<file path="config.mk">
export PLATFORM = sky130hd
export DESIGN_NAME = ram_burst_ctrl_flat
export DESIGN_NICKNAME = d
export VERILOG_FILES = /design/src/rtl/ram_burst_if.sv /design/src/rtl/ram_burst_ctrl.sv /design/src/flat_wrapper.sv
export SDC_FILE = /design/constraint.sdc
export NUM_CORES = 1
export LEC_CHECK = 0
export ABC_AREA = 1
export BUFFER_PORTS_ARGS = -buffer_cell sky130_fd_sc_hd__buf_4
export CAP_MARGIN = 30
export CORE_ASPECT_RATIO = 1.2
export CORE_MARGIN = 8
export CORE_UTILIZATION = 45
export DETAILED_ROUTE_END_ITERATION = 10
export PLACE_DENSITY = 0.79
export SLEW_MARGIN = 20
export SYNTH_ARGS = -nofsm -noshare
export SYNTH_HDL_FRONTEND = slang
export SYNTH_SLANG_ARGS = --single-unit
</file>
<file path="constraint.sdc">
create_clock -name clk -period 2 [get_ports clk]
set_input_delay 0.2 -clock clk [delete_from_list [all_inputs] [get_ports clk]]
set_output_delay 0.2 -clock clk [all_outputs]
set_load 0.01 [all_outputs]
</file>
<file path="src/rtl/ram_burst_if.sv">
// Request, write-beat, read-return and RAM-side signals of the burst controller.
// slave = controller side, master = client/RAM environment side.
interface ram_burst_if #(
  parameter int ADD_SIZE  = 10,
  parameter int WORD_SIZE = 8,
  parameter int LEN_SIZE  = 4
);
  logic                 req_valid;
  logic                 req_ready;
  logic                 req_write;
  logic [ADD_SIZE-1:0]  req_addr;
  logic [LEN_SIZE-1:0]  req_len;
  logic                 wr_valid;
  logic                 wr_ready;
  logic [WORD_SIZE-1:0] wr_data;
  logic                 rd_valid;
  logic [WORD_SIZE-1:0] rd_data;
  logic                 done;
  logic                 busy;
  logic                 ram_cs;
  logic                 ram_we;
  logic                 ram_re;
  logic [ADD_SIZE-1:0]  ram_addr;
  logic [WORD_SIZE-1:0] ram_din;
  logic [WORD_SIZE-1:0] ram_dout;

  modport slave (
    input  req_valid, req_write, req_addr, req_len, wr_valid, wr_data, ram_dout,
    output req_ready, wr_ready, rd_valid, rd_data, done, busy,
           ram_cs, ram_we, ram_re, ram_addr, ram_din
  );

  modport master (
    output req_valid, req_write, req_addr, req_len, wr_valid, wr_data, ram_dout,
    input  req_ready, wr_ready, rd_valid, rd_data, done, busy,
           ram_cs, ram_we, ram_re, ram_addr, ram_din
  );
endinterface

</file>
<file path="src/rtl/ram_burst_ctrl.sv">
// Burst sequencer in front of a single-port sync RAM (1-cycle read latency).
// Optional RAM_CTRL_CLEAR_EN: zero-fill the whole RAM after reset before accepting requests.
module ram_burst_ctrl #(
  parameter int ADD_SIZE  = 10,
  parameter int WORD_SIZE = 8,
  parameter int LEN_SIZE  = 4
) (
  input  logic         clk,
  input  logic         rst_n,
  ram_burst_if.slave   bus
);

`ifdef RAM_CTRL_CLEAR_EN
  typedef enum logic [1:0] {IDLE, WRITE, READ, CLEAR} state_t;
  localparam state_t RST_STATE = CLEAR;
`else
  typedef enum logic [1:0] {IDLE, WRITE, READ} state_t;
  localparam state_t RST_STATE = IDLE;
`endif

  state_t               state, nxt;
  logic [ADD_SIZE-1:0]  cur_addr;
  logic [LEN_SIZE-1:0]  beats_left;
  logic                 rd_valid_q, done_q;
  logic                 beat, last, rd_issue;
  logic                 cs, we, re, req_rdy, wr_rdy;
  logic [ADD_SIZE-1:0]  addr;
  logic [WORD_SIZE-1:0] din;
`ifdef RAM_CTRL_CLEAR_EN
  // Holds off the first clear strobe until the cycle after reset release.
  logic                 clr_arm;
`endif

  always_comb begin
    nxt      = state;
    beat     = 1'b0;
    last     = 1'b0;
    rd_issue = 1'b0;
    cs       = 1'b0;
    we       = 1'b0;
    re       = 1'b0;
    addr     = '0;
    din      = '0;
    req_rdy  = 1'b0;
    wr_rdy   = 1'b0;
    case (state)
      IDLE: begin
        req_rdy = 1'b1;
        if (bus.req_valid) nxt = bus.req_write ? WRITE : READ;
      end
      WRITE: begin
        wr_rdy = 1'b1;
        if (bus.wr_valid) begin
          beat = 1'b1;
          cs   = 1'b1;
          we   = 1'b1;
          addr = cur_addr;
          din  = bus.wr_data;
          if (beats_left == '0) begin
            last = 1'b1;
            nxt  = IDLE;
          end
        end
      end
      READ: begin
        beat     = 1'b1;
        rd_issue = 1'b1;
        cs       = 1'b1;
        re       = 1'b1;
        addr     = cur_addr;
        if (beats_left == '0) begin
          last = 1'b1;
          nxt  = IDLE;
        end
      end
`ifdef RAM_CTRL_CLEAR_EN
      CLEAR: begin
        if (clr_arm) begin
          beat = 1'b1;
          cs   = 1'b1;
          we   = 1'b1;
          addr = cur_addr;
          if (&cur_addr) begin
            last = 1'b1;
            nxt  = IDLE;
          end
        end
      end
`endif
      default: nxt = IDLE;
    endcase
  end

  always_ff @(posedge clk or negedge rst_n) begin
    if (!rst_n) begin
      state      <= RST_STATE;
      cur_addr   <= '0;
      beats_left <= '0;
      rd_valid_q <= 1'b0;
      done_q     <= 1'b0;
`ifdef RAM_CTRL_CLEAR_EN
      clr_arm    <= 1'b0;
`endif
    end else begin
      state      <= nxt;
      rd_valid_q <= rd_issue;
      done_q     <= last;
`ifdef RAM_CTRL_CLEAR_EN
      clr_arm    <= 1'b1;
`endif
      if (state == IDLE && bus.req_valid) begin
        cur_addr   <= bus.req_addr;
        beats_left <= bus.req_len;
      end else if (beat) begin
        cur_addr   <= cur_addr + ADD_SIZE'(1);
        beats_left <= beats_left - LEN_SIZE'(1);
      end
    end
  end

  assign bus.req_ready = req_rdy;
  assign bus.wr_ready  = wr_rdy;
  assign bus.busy      = (state != IDLE);
  assign bus.ram_cs    = cs;
  assign bus.ram_we    = we;
  assign bus.ram_re    = re;
  assign bus.ram_addr  = addr;
  assign bus.ram_din   = din;
  assign bus.rd_valid  = rd_valid_q;
  assign bus.rd_data   = rd_valid_q ? bus.ram_dout : '0;
  assign bus.done      = done_q;

endmodule

</file>
<file path="src/flat_wrapper.sv">
// flat-port wrapper written by rule: the top's interface ports become plain ports
module ram_burst_ctrl_flat 
#(
  parameter int ADD_SIZE  = 10,
  parameter int WORD_SIZE = 8,
  parameter int LEN_SIZE  = 4
)
  (clk, rst_n, bus_req_valid, bus_req_write, bus_req_addr, bus_req_len, bus_wr_valid, bus_wr_data, bus_ram_dout, bus_req_ready, bus_wr_ready, bus_rd_valid, bus_rd_data, bus_done, bus_busy, bus_ram_cs, bus_ram_we, bus_ram_re, bus_ram_addr, bus_ram_din);
  ram_burst_if #(.ADD_SIZE(ADD_SIZE), .WORD_SIZE(WORD_SIZE), .LEN_SIZE(LEN_SIZE)) bus_i ();
  input  logic clk;
  input  logic rst_n;
  input wire logic [$bits(bus_i.req_valid)-1:0] bus_req_valid;
  input wire logic [$bits(bus_i.req_write)-1:0] bus_req_write;
  input wire logic [$bits(bus_i.req_addr)-1:0] bus_req_addr;
  input wire logic [$bits(bus_i.req_len)-1:0] bus_req_len;
  input wire logic [$bits(bus_i.wr_valid)-1:0] bus_wr_valid;
  input wire logic [$bits(bus_i.wr_data)-1:0] bus_wr_data;
  input wire logic [$bits(bus_i.ram_dout)-1:0] bus_ram_dout;
  output wire logic [$bits(bus_i.req_ready)-1:0] bus_req_ready;
  output wire logic [$bits(bus_i.wr_ready)-1:0] bus_wr_ready;
  output wire logic [$bits(bus_i.rd_valid)-1:0] bus_rd_valid;
  output wire logic [$bits(bus_i.rd_data)-1:0] bus_rd_data;
  output wire logic [$bits(bus_i.done)-1:0] bus_done;
  output wire logic [$bits(bus_i.busy)-1:0] bus_busy;
  output wire logic [$bits(bus_i.ram_cs)-1:0] bus_ram_cs;
  output wire logic [$bits(bus_i.ram_we)-1:0] bus_ram_we;
  output wire logic [$bits(bus_i.ram_re)-1:0] bus_ram_re;
  output wire logic [$bits(bus_i.ram_addr)-1:0] bus_ram_addr;
  output wire logic [$bits(bus_i.ram_din)-1:0] bus_ram_din;
  assign bus_i.req_valid = bus_req_valid;
  assign bus_i.req_write = bus_req_write;
  assign bus_i.req_addr = bus_req_addr;
  assign bus_i.req_len = bus_req_len;
  assign bus_i.wr_valid = bus_wr_valid;
  assign bus_i.wr_data = bus_wr_data;
  assign bus_i.ram_dout = bus_ram_dout;
  assign bus_req_ready = bus_i.req_ready;
  assign bus_wr_ready = bus_i.wr_ready;
  assign bus_rd_valid = bus_i.rd_valid;
  assign bus_rd_data = bus_i.rd_data;
  assign bus_done = bus_i.done;
  assign bus_busy = bus_i.busy;
  assign bus_ram_cs = bus_i.ram_cs;
  assign bus_ram_we = bus_i.ram_we;
  assign bus_ram_re = bus_i.ram_re;
  assign bus_ram_addr = bus_i.ram_addr;
  assign bus_ram_din = bus_i.ram_din;
  ram_burst_ctrl #(.ADD_SIZE(ADD_SIZE), .WORD_SIZE(WORD_SIZE), .LEN_SIZE(LEN_SIZE)) u_core (.clk(clk), .rst_n(rst_n), .bus(bus_i));
endmodule
</file>
---- Word level (Yosys, flattened, before mapping) ----
Index checks and enable logic that the tools add are counted.
operators by class
  reductions and logical operators ........ 6
  $add $sub $neg .......................... 2
  eq/ne operators ......................... 4
  mux-type cells .......................... 23
operators with widths
  kind                                              number
  2-to-1 mux 10 bit                                 3
  2-to-1 mux 8 bit                                  3
  one-hot mux 10 bit (2 select lines)               1
  adder 10 x 1 -> 10 bit, second input constant     1
  2-to-1 mux 2 bit                                  4
  2-to-1 mux 4 bit                                  2
  2-to-1 mux 1 bit                                  7
  one-hot mux 2 bit (3 select lines)                1
  zero test 4 bit                                   1
  != test 2 bit, second input constant              2
  one-hot mux 1 bit (2 select lines)                2
  nonzero test 2 bit                                2
  subtractor 4 x 1 -> 4 bit, second input constant  1
  == test 2 x 1 -> 1 bit, second input constant     1
  == test 2 bit, second input constant              1
  zero test 2 bit                                   1
  AND reduction 2 bit                               1
  logical AND 1 bit                                 1
storage, ports and cells
  logic and storage cells ................. 40
  register bits after elaboration ......... 18

---- Longest topological paths before layout ----
Gate-level depths: netlist (run 1).
  word-level depth ........................ 4
  mapped depth ............................ 9

---- Least setup slack after synthesis (run 1) ----
OpenSTA, ideal clock, no wires.
  path type ............................... reg2reg
  from .................................... register u_core.state[0]
  to ...................................... register u_core.cur_addr[2]
  buffers on the path ..................... 1
  setup slack ............................. 466 ps
  stages on the path, launching flop included .. 8
  clock period less this slack ............ 1,534 ps
  library setup time ...................... 119 ps
  arrival ................................. 1,416 ps
  data required time ...................... 1,881 ps
  cell sequence ........................... dfrtp_1 -> inv_1 -> ha_1 -> inv_1 -> a21boi_4 -> nor2_4 -> buf_6 -> o21a_1
between the ends
  word-level cells in the longest chain between the ends .. 3
  elaborated cells between the ends (all ways) .. 7
RTL lines
  item                                                     line                   RTL
  from (decl)                                              ram_burst_ctrl.sv:21   state_t state, nxt;
  from (signal assigned)                                   ram_burst_ctrl.sv:105  state <= nxt;
  == test 2 bit or == test 2 x 1 -> 1 bit (tied branches)  n/a
  one-hot mux 1 bit (2 select lines) *                     n/a
  net bus_ram_cs                                           flat_wrapper.sv:25     output wire logic [$bits(bus_i.ram_cs)-1:0] bus_ram_cs;
  nonzero test 2 bit (no line) *                           n/a
  to (signal assigned)                                     ram_burst_ctrl.sv:112  cur_addr <= bus.req_addr;
  to (signal assigned)                                     ram_burst_ctrl.sv:115  cur_addr <= cur_addr + ADD_SIZE'(1);
  to (decl)                                                ram_burst_ctrl.sv:22   logic [ADD_SIZE-1:0] cur_addr;
Mark *: on every way through the listed nets, which the timed path passes. The rest lies on a longest branch.
A chain may end at the register's enable or synchronous reset.

---- Worst setup path in the final report (run 1) ----
  from .................................... register u_core.state[1]
  to ...................................... output port bus_ram_addr[2]
between the ends
  word-level cells in the longest chain between the ends .. 2
  elaborated cells between the ends (all ways) .. 3
RTL lines
  item                                                     line                  RTL
  == test 2 bit or == test 2 x 1 -> 1 bit (tied branches)  ram_burst_ctrl.sv:46  case (state)
  one-hot mux 10 bit (2 select lines) *                    ram_burst_ctrl.sv:46
  to (decl)                                                flat_wrapper.sv:28    output wire logic [$bits(bus_i.ram_addr)-1:0] bus_ram_addr;
Every way passes the cells marked *; elsewhere a longest branch is shown, timed or not.

==> qor.csv, run 1 <==
stage;metric;value;unit
critical_path;start_kind;flop;
layout;final_util;0.6641;
critical_path;reg2reg_to;u_core.cur_addr[4];
logic_synthesis;syn_nets;260;
critical_path;r2r_cells;8;
detailed_routing;vias;1566;
grt;grt_pass1_vias;1510;
grt;gr-total-overflow;0;
logic_synthesis;avgSynthCellArea;6.199;sq um
hold_path;whs_path_depth;3;
critical_path;timing_worst_setup_path_type;reg2out;
sta;hold_slack;114.0;ps
pwr;power;2.728;mW
sta;finalCritPeriodShare;0.9142;
sta;fin_ws;171.5;ps
placed_design;dp_slack;207.8;ps
grt;grt_pass1_wl;6396;microns
critical_path;max_stage_delay;410;ps
sta;finClkSkew;4.178;ps
logic_synthesis;ys_ff_latch;18;
die;core;0.002973;sq mm
placed_design;place_area;0.001896;sq mm
placed_design;place_congestion;0.8237;
die;io_pins;69;
pwr;p_per_area;1382;mW/mm^2
placed_design;portBuffers;68;
layout;layout-drive-gt1-share;0.2818;
logic_synthesis;yosys.area.top_type;dfrtp_1;
placed_design;hpwl;3172;microns
critical_path;crit_chain;inv_1, ha_1, nand2_2, nand2_1, nand2_4, nor2_1, buf_4;
detailed_routing;antenna_left;0;
critical_path;r2r_start;u_core.state[0];
sta;worst_slew_pin_slew;311.6;ps
cts;cts_tree;built;
sta;rsz0062_at_grt;no;
critical_path;crit_arrival;1630;ps
hold_path;hold_start;bus_req_len[2];
layout;nNetsFinal;333;
detailed_routing;wirelength;3963;microns
layout;final_area;0.001974;sq mm
sta;slew_viol_final;0;
layout;fill_cells;296;
placed_design;dp_cells;319;
detailed_routing;drt-pass1-iter-count;4;
sta;min_period;1828;ps
layout;finalNonFillerCells;327;
critical_path;crit_slowest_cell;dfrtp_1;
critical_path;critPathMaxFanout;11;
cts;root_buffer;clkbuf_4;
detailed_routing;drtIter0Drc;61;
sta;slew_headroom;0.7915;
die;start_util;0.4566;
hold_path;min_path_type;in2reg;
cts;clock_latency;300;ps
critical_path;worstSetupEndpointType;output pin;
logic_synthesis;netlist.area_leader.share;0.3318;
logic_synthesis;seq_area_frac_synth;0.3318;
sta;fmax;546.9;MHz
grt;grtUsageTotal;0.1538;
cts;path_clk_slew;100;ps
cts;clkSinkCount;18;
die;die_h;76.17;microns
pwr;leakagePower;1.233;nW
critical_path;path_delay_family;simple AND/OR/NAND/NOR gates;
logic_synthesis;netlist_instances;219;
detailed_routing;drc_errors;0;
die;rows;22;
critical_path;cp_num_buf_inv;2;
logic_synthesis;yosys_warnings;0;
cts;numCtsBuffers;3;
layout;n_antenna_cell;0;
sta;hold_violations;0;
logic_synthesis;ys_types;18;
detailed_routing;wl_per_cell;12.12;microns
hold_path;hold_path_end;u_core.beats_left[2];
critical_path;r2r_slack;320;ps
layout;area_growth;45.44;%
die;die_area;0.005038;sq mm
grt;antenna_found_initial;0;
cts;cts_max_path_buffers;2;
detailed_routing;via_per_inst;4.789;
grt;grt_max_degree;22;
logic_synthesis;synth.area.top_cells;dfrtp_1 33%, nand2_1 19%, inv_1 12%;
cts;htreeDepth;1;
critical_path;required;1800;ps
sta;setup_tns;0;ps
pwr;vdd_drop_max;0.8523;mV
sta;setup_viol;0;
run;maxCapViolCount;0;
logic_synthesis;syn_area;0.001358;sq mm
die;die_w;66.14;microns
status;outcome;finished, final reports clean;
layer usage:
metal / up-vias / routed length, microns / global-route usage
met1: 697 / 1568 / 0.1597
met2: 64 / 1914 / 0.2817
li1: 796 / - / -
met3: 9 / 371 / 0.03235
met5: - / 0 / 0
met4: 0 / 108 / 0.06210
sequential cells by signal (all words and copies together) (netlist names):
signal,count
u_core.bus.rd_valid,1
u_core.state,2
u_core.cur_addr,10
u_core.beats_left,4
u_core.bus.done,1
report_power, final:
group	switching [mW]	internal, mW	leakage [nW]
Combinational	1.04	0.753	0.989
Sequential	0.166	0.543	0.224
Clock	0.117	0.111	0.0210
Total	1.32	1.41	1.23
logic make-up after synthesis:
family | Yosys count | synth area share
AOI/OAI and AO/OA | 16 | 0.07374
xor gates and xnor gates | 3 | 0.01936
adders and majority gates | 6 | 0.05530
buffers and inverters | 49 | 0.1429
DFF | 18 | 0.3318
and+or+nand+nor | 127 | 0.3770
placed cells by master, fill, tap and decap left out, types with 2 or more instances in the layout:
cell / synthesis / routed
nor2_1: 41 / 41
nand2_2: 1 / 2
xor2_1: 3 / 3
nand4_1: 3 / 3
ha_1: 6 / 6
inv_1: 43 / 43
o21ai_0: 12 / 12
buf_4: 0 / 73
clkbuf_4: 0 / 3
nand3_1: 14 / 14
nand2_1: 67 / 65
dfrtp_1: 18 / 18
cells in the mapped netlist:
cell,number
nand2_1,67
inv_1,43
nor2_1,41
dfrtp_1,18
nand3_1,14
o21ai_0,12
ha_1,6
clkbuf_1,3
nand4_1,3
xor2_1,3
buf_2,2
a21boi_4,1
a21oi_1,1
buf_6,1
nand2_2,1
nor2_4,1
o21a_1,1
o221ai_1,1
worst register-to-register path: stages (launching register included):
cell and delay (ps):
dfrtp_1 410, inv_1 80, ha_1 360, a21boi_4 180
nor2_4 180, buf_4 180, nor2_1 50, o21ai_0 60
nand2_1 60
how the worst max path moves through the flow:
stage / start / cells after the start / end
global placement: u_core.state[1] / 7 / bus_ram_addr[2]
finish: u_core.state[1] / 7 / bus_ram_addr[2]
CTS: u_core.state[1] / 7 / bus_ram_addr[2]
detailed placement: u_core.state[0] / 7 / u_core.beats_left[0]
floorplan: u_core.state[0] / 7 / u_core.cur_addr[2]
global route: u_core.state[1] / 7 / bus_ram_addr[3]
what timing repair did:
item                       4_1_cts  5_1_grt
setup buffers                    0        3
resized for setup                1        2
pin swaps                        0        1
hold endpoints to repair        18        0
setup endpoints to repair       10       11
hold buffers                     1        0
layout make-up:
class	count	area, sq um	share of cell area
Timing Repair Buffer	74	558.0	0.2826
Sequential cell	18	450.4	0.2281
Inverter	43	161.4	0.08175
Clock buffer	4	36.28	0.01838
Tap cell	36	45.04	0.02281
Multi-Input combinational cell	152	723.2	0.3663
Note: power is estimated with default switching activity, not from simulation.
==> run 2, diff against run 1 <==
--- a/config.mk
+++ b/config.mk
@@ -7,12 +7,12 @@
 export LEC_CHECK = 0
 export ABC_AREA = 1
 export BUFFER_PORTS_ARGS = -buffer_cell sky130_fd_sc_hd__buf_4
-export CAP_MARGIN = 30
+export CAP_MARGIN = 40
 export CORE_ASPECT_RATIO = 1.2
 export CORE_MARGIN = 8
-export CORE_UTILIZATION = 45
+export CORE_UTILIZATION = 49
 export DETAILED_ROUTE_END_ITERATION = 10
-export PLACE_DENSITY = 0.79
+export PLACE_DENSITY = 0.85
 export SLEW_MARGIN = 20
 export SYNTH_ARGS = -nofsm -noshare
 export SYNTH_HDL_FRONTEND = slang
==> constraint.sdc (replaced) <==
create_clock -name clk -period 2.2 [get_ports clk]
set_input_delay 0.33 -clock clk [delete_from_list [all_inputs] [get_ports clk]]
set_output_delay 0.33 -clock clk [all_outputs]
set_load 0.01 [all_outputs]
==> run 2 against run 1 <==
Sequential share of layout area rose by 0.32 points. Final cell count fell by 1.5%. Setup slack improved by 8.8 ps. Wire length fell by 3.6%. Count of clock-buffer cells in the layout did not move. Utilization rose by 5.5 points. Clock power fell by 7%. Flip-flop and latch count did not move. First-iteration DRC count fell by 1.6%. Critical path depth did not move. Critical path type unchanged.
==> qor.csv, run 2 (synthesis results as in run 1) <==
stage;metric;value;unit;change
die;die_h;73.66;microns;-3.3%
pwr;leakagePower;1.218;nW;-1.2%
critical_path;start_kind;flop;;
detailed_routing;vias;1507;;-3.8%
pwr;vdd_drop_max;0.8546;mV;+0.27%
die;start_util;0.5016;;+0.04497
hold_path;min_path_type;in2reg;;
layout;n_antenna_cell;0;;unchanged
layout;layout_commonest_cell;buf_4;;
critical_path;crit_arrival;1690;ps;+60 ps
sta;hold_violations;0;;unchanged
critical_path;crit_slowest_cell;dfrtp_1;;
critical_path;path_delay_family;simple AND/OR/NAND/NOR gates;;
critical_path;startpoint;u_core.state[1];;
layout;final_cell_mix;70 x buf_4, 66 x nand2_1, 43 x inv_1, 41 x nor2_1, 18 x dfrtp_1;;
critical_path;r2r_start;u_core.state[0];;
cts;cts_max_path_buffers;2;;unchanged
cts;clkSinkCount;18;;unchanged
pwr;p_per_area;1236;mW/mm^2;-11%
detailed_routing;wl_per_cell;11.87;microns;-2.1%
cts;htreeDepth;1;;unchanged
critical_path;timing_worst_setup_path_type;reg2out;;
critical_path;max_stage_delay;410;ps;about the same
grt;grtUsageTotal;0.1651;;+0.01133
cts;root_buffer;clkbuf_4;;
critical_path;worstSetupEndpointType;output pin;;
grt;grt_max_degree;22;;unchanged
die;rows;21;;-4.5%
layout;largest_register;u_core.cur_addr;;
sta;min_period;2020;ps;
sta;slew_viol_final;0;;unchanged
run;maxCapViolCount;0;;unchanged
detailed_routing;drt-pass1-iter-count;5;;+1
pwr;p_seq_frac;0.268;;+0.008
sta;setup_viol;0;;unchanged
sta;worst_slew_pin_slew;375.3;ps;+63.69 ps
critical_path;worst-path-stages;7;;unchanged
placed_design;hpwl;3067;microns;-3.3%
placed_design;place_congestion;0.8208;;-0.35%
placed_design;portBuffers;68;;unchanged
cts;clock_latency;300;ps;about the same
cts;path_clk_slew;100;ps;about the same
sta;finClkSkew;9.073;ps;+4.896 ps
grt;gr-total-overflow;0;;unchanged
pwr;p_clk_frac;0.088;;+0.004
critical_path;crit_end;bus_ram_addr[2];;
sta;setup_tns;0;ps;unchanged
pwr;internal-power;1.229;mW;-13%
layout;area_growth;43.41;%;
layout;nNetsFinal;330;;-0.90%
critical_path;crit_top_cell;nand2_1;;
detailed_routing;via_per_inst;4.680;;-2.3%
grt;grt_pass1_wl;6272;microns;-1.9%
die;die_area;0.004718;sq mm;-6.3%
layout;final_util;0.7194;;+0.05523
critical_path;crit_chain;inv_1, ha_1, nand2_1, nand2_1, nand2_4, nor2_1, buf_4;;
status;outcome;finished, final reports clean;;
detailed_routing;drtIter0Drc;60;;-1.6%
critical_path;r2r_slack;330;ps;about the same
detailed_routing;drc_errors;0;;unchanged
sta;fmax;495.1;MHz;
sta;rsz0062_at_grt;no;;
cts;numCtsBuffers;3;;unchanged
cts;cts_tree;built;;
sta;slew_headroom;0.7492;;-0.04228
critical_path;required;1870;ps;+70 ps
critical_path;r2r_cells;7;;-1
grt;grt_pass1_vias;1383;;-8.4%
die;io_pins;69;;unchanged
critical_path;cp_num_buf_inv;2;;unchanged
cts;post_cts_buffers;0;;unchanged
critical_path;reg2reg_to;u_core.cur_addr[0];;
pwr;switching_share;0.4896;;+0.005242
layout;layout-drive-gt1-share;0.2708;;-0.01095
pwr;combPwrFrac;0.644;;-0.012
detailed_routing;wirelength;3822;microns;-3.6%
grt;antenna_found_initial;0;;unchanged
pwr;p_switching;1.178;mW;-11%
critical_path;critPathMaxFanout;11;;unchanged
detailed_routing;antenna_left;0;;unchanged
die;die_w;64.05;microns;-3.2%
sta;finalCritPeriodShare;0.9180;;
die;core;0.002706;sq mm;-9.0%
layout;largest_register_ffs;10;;unchanged
layout;top_regs;u_core.cur_addr (10), u_core.beats_left (4), u_core.state (2);;
-- run 2: power groups by stage --
stage | logic [mW] | registers [mW] | clock network, mW
after floorplan | 1.07 | 0.608 | 0
after global placement | 1.50 | 0.643 | 0
after detailed placement | 1.53 | 0.652 | 0
after CTS | 1.55 | 0.643 | 0.214
after global routing | 1.76 | 0.674 | 0.227
final | 1.55 | 0.645 | 0.212
-- run 2: worst register-to-register path, delay by kind of cell, from the launching register on --
kind | cells | cell delay (ps)
DFF | 1 | 420
and+or+nand+nor | 2 | 400
adders and majority gates | 1 | 360
buffers and inverters | 2 | 310
AOI/OAI and AO/OA | 2 | 270
-- run 2: worst min path at each step --
| stage | slack (ps) | from | depth (start not counted) | to |
|---|---|---|---|---|
| 2_1_floorplan | 30 | rst_n | 0 | u_core.beats_left[0] |
| 3_3_place_gp | 210 | rst_n | 1 | u_core.cur_addr[8] |
| 3_5_place_dp | 210 | rst_n | 1 | u_core.cur_addr[8] |
| 4_1_cts | 240 | bus_req_write | 3 | u_core.state[0] |
| 5_1_grt | 270 | bus_req_write | 3 | u_core.state[0] |
| 6_report | 240 | bus_req_write | 3 | u_core.state[0] |
-- run 2: cell type report --
| cell class | instances | area [sq um] |
|---|---|---|
| Multi-Input combinational cell | 152 | 720.7 |
| Fill cell | 223 | 759.5 |
| Inverter | 43 | 161.4 |
| Sequential cell | 18 | 450.4 |
| Clock buffer | 4 | 36.28 |
| Timing Repair Buffer | 71 | 535.5 |
| Tap cell | 34 | 42.54 |
-- run 2: metal layers --
layer,vias up,GRT usage,share of wire
met2,37,0.3184,0.56
met4,0,0.06700,0.016
met3,5,0.03201,0.046
met5,-,0,0
met1,674,0.1679,0.38
li1,791,-,-
-- run 2: per-stage QoR --
step / power [mW] / hold WS, ps / worst slack, ps / instances / area, sq um
5_1_grt: 2.660 / 265.1 / 0.07527 / 322 / 1947
2_1_floorplan: 1.674 / 34.41 / 570.7 / 219 / 1358
4_1_cts: 2.405 / 239.6 / 110.7 / 322 / 1942
3_3_place_gp: 2.147 / 213.0 / 343.1 / 317 / 1893
3_5_place_dp: 2.182 / 213.1 / 317.3 / 317 / 1893
6_report: 2.407 / 242.1 / 180.3 / 322 / 1947
-- run 2: timing repair --
item,CTS,global route
gates resized for setup,1,1
setup endpoints to repair,8,10
hold endpoints to repair,18,0
pin swaps,0,0
hold buffers,1,0
==> run 3, diff against run 2 <==
--- a/config.mk
+++ b/config.mk
@@ -5,14 +5,13 @@
 export SDC_FILE = /design/constraint.sdc
 export NUM_CORES = 1
 export LEC_CHECK = 0
-export ABC_AREA = 1
 export BUFFER_PORTS_ARGS = -buffer_cell sky130_fd_sc_hd__buf_4
 export CAP_MARGIN = 40
 export CORE_ASPECT_RATIO = 1.2
 export CORE_MARGIN = 8
-export CORE_UTILIZATION = 49
+export CORE_UTILIZATION = 47
 export DETAILED_ROUTE_END_ITERATION = 10
-export PLACE_DENSITY = 0.85
+export PLACE_DENSITY = 0.84
 export SLEW_MARGIN = 20
 export SYNTH_ARGS = -nofsm -noshare
 export SYNTH_HDL_FRONTEND = slang
==> run 3 against run 2 <==
Synthesized cell count down 36%. Synthesized area fell by 8.6%. Final cell count is 25% lower. Count of clock-buffer cells in the layout down 1. Largest cell class unchanged. Via count shrank 18%. Wire length fell by 6.1%. Clock skew down 6.2 ps. Maximum frequency decreased by 5.3%. Sequential power up 3.1%. Sequential share of layout area rose by 1.3 points. Die area is 3.6% lower. Combinational power shrank 9.7%. Critical endpoint is now bus_ram_addr[9].
==> qor.csv, run 3 <==
stage;metric;value;unit;change
grt;grt_pass1_wl;5885;microns;-6.2%
run;maxCapViolCount;0;;unchanged
critical_path;worstSetupEndpointType;output pin;;
grt;grtUsageTotal;0.1547;;-0.01042
critical_path;timing_worst_setup_path_type;reg2out;;
logic_synthesis;synth_ff_type;dfrtp_1;;
die;die_area;0.004548;sq mm;-3.6%
detailed_routing;antenna_left;0;;unchanged
grt;grt_max_degree;20;;-9.1%
cts;numCtsBuffers;3;;unchanged
logic_synthesis;netlist_instances;140;;-36%
sta;slew_viol_final;0;;unchanged
layout;final_util;0.7312;;+0.01182
layout;largest_register;u_core.cur_addr;;
placed_design;portBuffers;68;;unchanged
logic_synthesis;seq_area_frac_synth;0.3629;;+0.03111
layout;finalNonFillerCells;241;;-25%
logic_synthesis;async_flop_share;1.000;;unchanged
sta;hold_violations;0;;unchanged
layout;final_cell_mix;70 x buf_4, 20 x and2_1, 19 x nand2_1, 17 x dfrtp_1, 10 x o21ai_0;;
layout;n_antenna_cell;0;;unchanged
die;core;0.002527;sq mm;-6.6%
grt;grt_pass1_vias;1314;;-5.0%
critical_path;cp_num_buf_inv;2;;unchanged
layout;multi_input_area;778.2;sq um;+8.0%
logic_synthesis;synth_common_cells;21 x and2_1, 19 x nand2_1, 18 x dfrtp_1, 10 x o21ai_0;;
critical_path;crit_slowest_cell;dfrtp_1;;
critical_path;critPathMaxFanout;10;;-1
grt;antenna_found_initial;0;;unchanged
logic_synthesis;avgSynthCellArea;8.866;sq um;+43%
critical_path;max_stage_delay;410;ps;about the same
die;die_h;72.30;microns;-1.9%
sta;fmax;469.0;MHz;-5.3%
status;outcome;finished, final reports clean;;
sta;fin_ws;67.96;ps;-112.4 ps
sta;setup_viol;0;;unchanged
critical_path;crit_arrival;1800;ps;+110 ps
logic_synthesis;synth.area.top_cells;dfrtp_1 36%, and2_1 11%, xnor2_1 6.4%;;
layout;layout_commonest_cell;buf_4;;
detailed_routing;drc_errors;0;;unchanged
pwr;leakagePower;0.8998;nW;-26%
layout;largest_register_ffs;10;;unchanged
logic_synthesis;yosys_warnings;0;;unchanged
cts;cts_tree;built;;
layout;top_regs;u_core.cur_addr (10), u_core.beats_left (4), u_core.state (2);;
grt;gr-total-overflow;0;;unchanged
sta;finClkSkew;2.907;ps;-6.166 ps
logic_synthesis;ys_types;34;;+16
placed_design;dp_cells;236;;-26%
layout;fill_cells;207;;-7.2%
placed_design;hpwl;2885;microns;-5.9%
detailed_routing;drtIter0Drc;51;;-15%
placed_design;place_congestion;0.8138;;-0.85%
layout;area_growth;48.89;%;
layout;seq_area;451.7;sq um;+0.28%
logic_synthesis;ys_ff_latch;18;;unchanged
detailed_routing;wl_per_cell;14.90;microns;+25%
pwr;vdd_drop_max;0.7548;mV;-12%
cts;clock_latency;300;ps;about the same
logic_synthesis;syn_area;0.001241;sq mm;-8.6%
sta;worst_slew_pin_slew;405.2;ps;+29.94 ps
critical_path;required;1870;ps;about the same
pwr;p_per_area;1207;mW/mm^2;-2.4%
critical_path;crit_chain;inv_1, ha_4, a21oi_2, and2b_4, and2_1, buf_4;;
die;rows;20;;-4.8%
detailed_routing;drt-pass1-iter-count;4;;-1
cts;cts_max_path_buffers;2;;unchanged
critical_path;path_delay_family;simple AND/OR/NAND/NOR gates;;
sta;rsz0062_at_grt;yes;;
cts;root_buffer;clkbuf_4;;
detailed_routing;vias;1236;;-18%
logic_synthesis;yosys.area.top_type;dfrtp_1;;
die;die_w;62.91;microns;-1.8%
logic_synthesis;netlist.area_leader.share;0.3629;;+0.03111
layout;nNetsFinal;251;;-24%
detailed_routing;via_per_inst;5.129;;+9.6%
critical_path;start_kind;flop;;
logic_synthesis;syn_nets;181;;-30%
detailed_routing;wirelength;3590;microns;-6.1%
layout;layout-drive-gt1-share;0.4279;;+0.1571
die;start_util;0.4911;;-0.01053
placed_design;dp_slack;262.7;ps;-54.62 ps
die;io_pins;69;;unchanged
cts;path_clk_slew;100;ps;about the same
sta;slew_headroom;0.7299;;-0.01936
sta;min_period;2132;ps;+112.4 ps
cts;htreeDepth;1;;unchanged
sta;finalCritPeriodShare;0.9691;;+0.05108
logic_synthesis;yosysMostFrequentCell;and2_1;;
logic_synthesis;synth_edf_count;0;;unchanged
hold_path;min_path_type;in2reg;;
cts;clkSinkCount;18;;unchanged
[run 3: layout make-up]
class                           count  area share
Clock buffer                        3     0.01219
Multi-Input combinational cell    111      0.4211
Inverter                            5     0.01016
Tap cell                           33     0.02234
Sequential cell                    18      0.2444
Timing Repair Buffer               71      0.2898
[run 3: power by group]
part,internal [mW],switching (mW)
clock,0.0639,0.105
sequential,0.491,0.174
combinational,0.692,0.704
[run 3: per-layer routing]
metal	wire length, microns	part of all wire	track usage	vias to the layer above
met5	0	0	0	-
met2	1711	0.48	0.2725	66
li1	-	-	-	607
met4	47	0.013	0.05330	0
met1	1530	0.43	0.1728	556
met3	300	0.084	0.04622	7
[run 3: what timing repair did]
| action | CTS | global route |
|---|---|---|
| gates resized for setup | 3 | 8 |
| endpoints found under the hold margin | 18 | 0 |
| setup endpoints to repair | 10 | 11 |
| hold buffers | 1 | 0 |
| setup buffers | 1 | 0 |
| pin swaps | 0 | 0 |
[run 3: stage by stage]
step	hold slack [ps]	TNS (ps)	instance area (sq um)	total power, mW
after floorplan	34.41	0	1241	1.498
after global placement	210.7	0	1769	1.900
after detailed placement	214.8	0	1769	1.955
after CTS	211.5	0	1814	2.151
after global routing	210.5	-48.60	1848	2.425
final	199.3	0	1848	2.231
[run 3: worst register-to-register path, stage by stage, from the launching register on]
cell and delay (ps):
dfrtp_1 410, inv_1 150, ha_4 360, nand3_1 170, nor4b_2 320, xnor2_1 150
o21ai_1 70
[run 3: path summary, 6_finish.rpt]
check,startpoint,endpoint,slack (ps),cells after the start
setup reg to reg,u_core.state[1],u_core.cur_addr[7],470,6
hold reg to reg,u_core.state[1],u_core.state[1],580,1
setup / recovery,u_core.state[1],bus_ram_addr[9],70,6
min in group asynchronous,rst_n,u_core.cur_addr[2],420,2
max in group asynchronous,rst_n,u_core.state[0],1570,2
hold / removal,bus_req_write,u_core.state[1],200,2
[run 3: cell families after synthesis]
| family | count (synthesis) | share of synthesized area |
|---|---|---|
| mux | 1 | 0.008065 |
| flops | 18 | 0.3629 |
| buf+inv | 11 | 0.04032 |
| compound gates | 22 | 0.1159 |
| fa+ha+maj | 6 | 0.06048 |
| xor+xnor | 11 | 0.07763 |
| simple gates | 71 | 0.3347 |
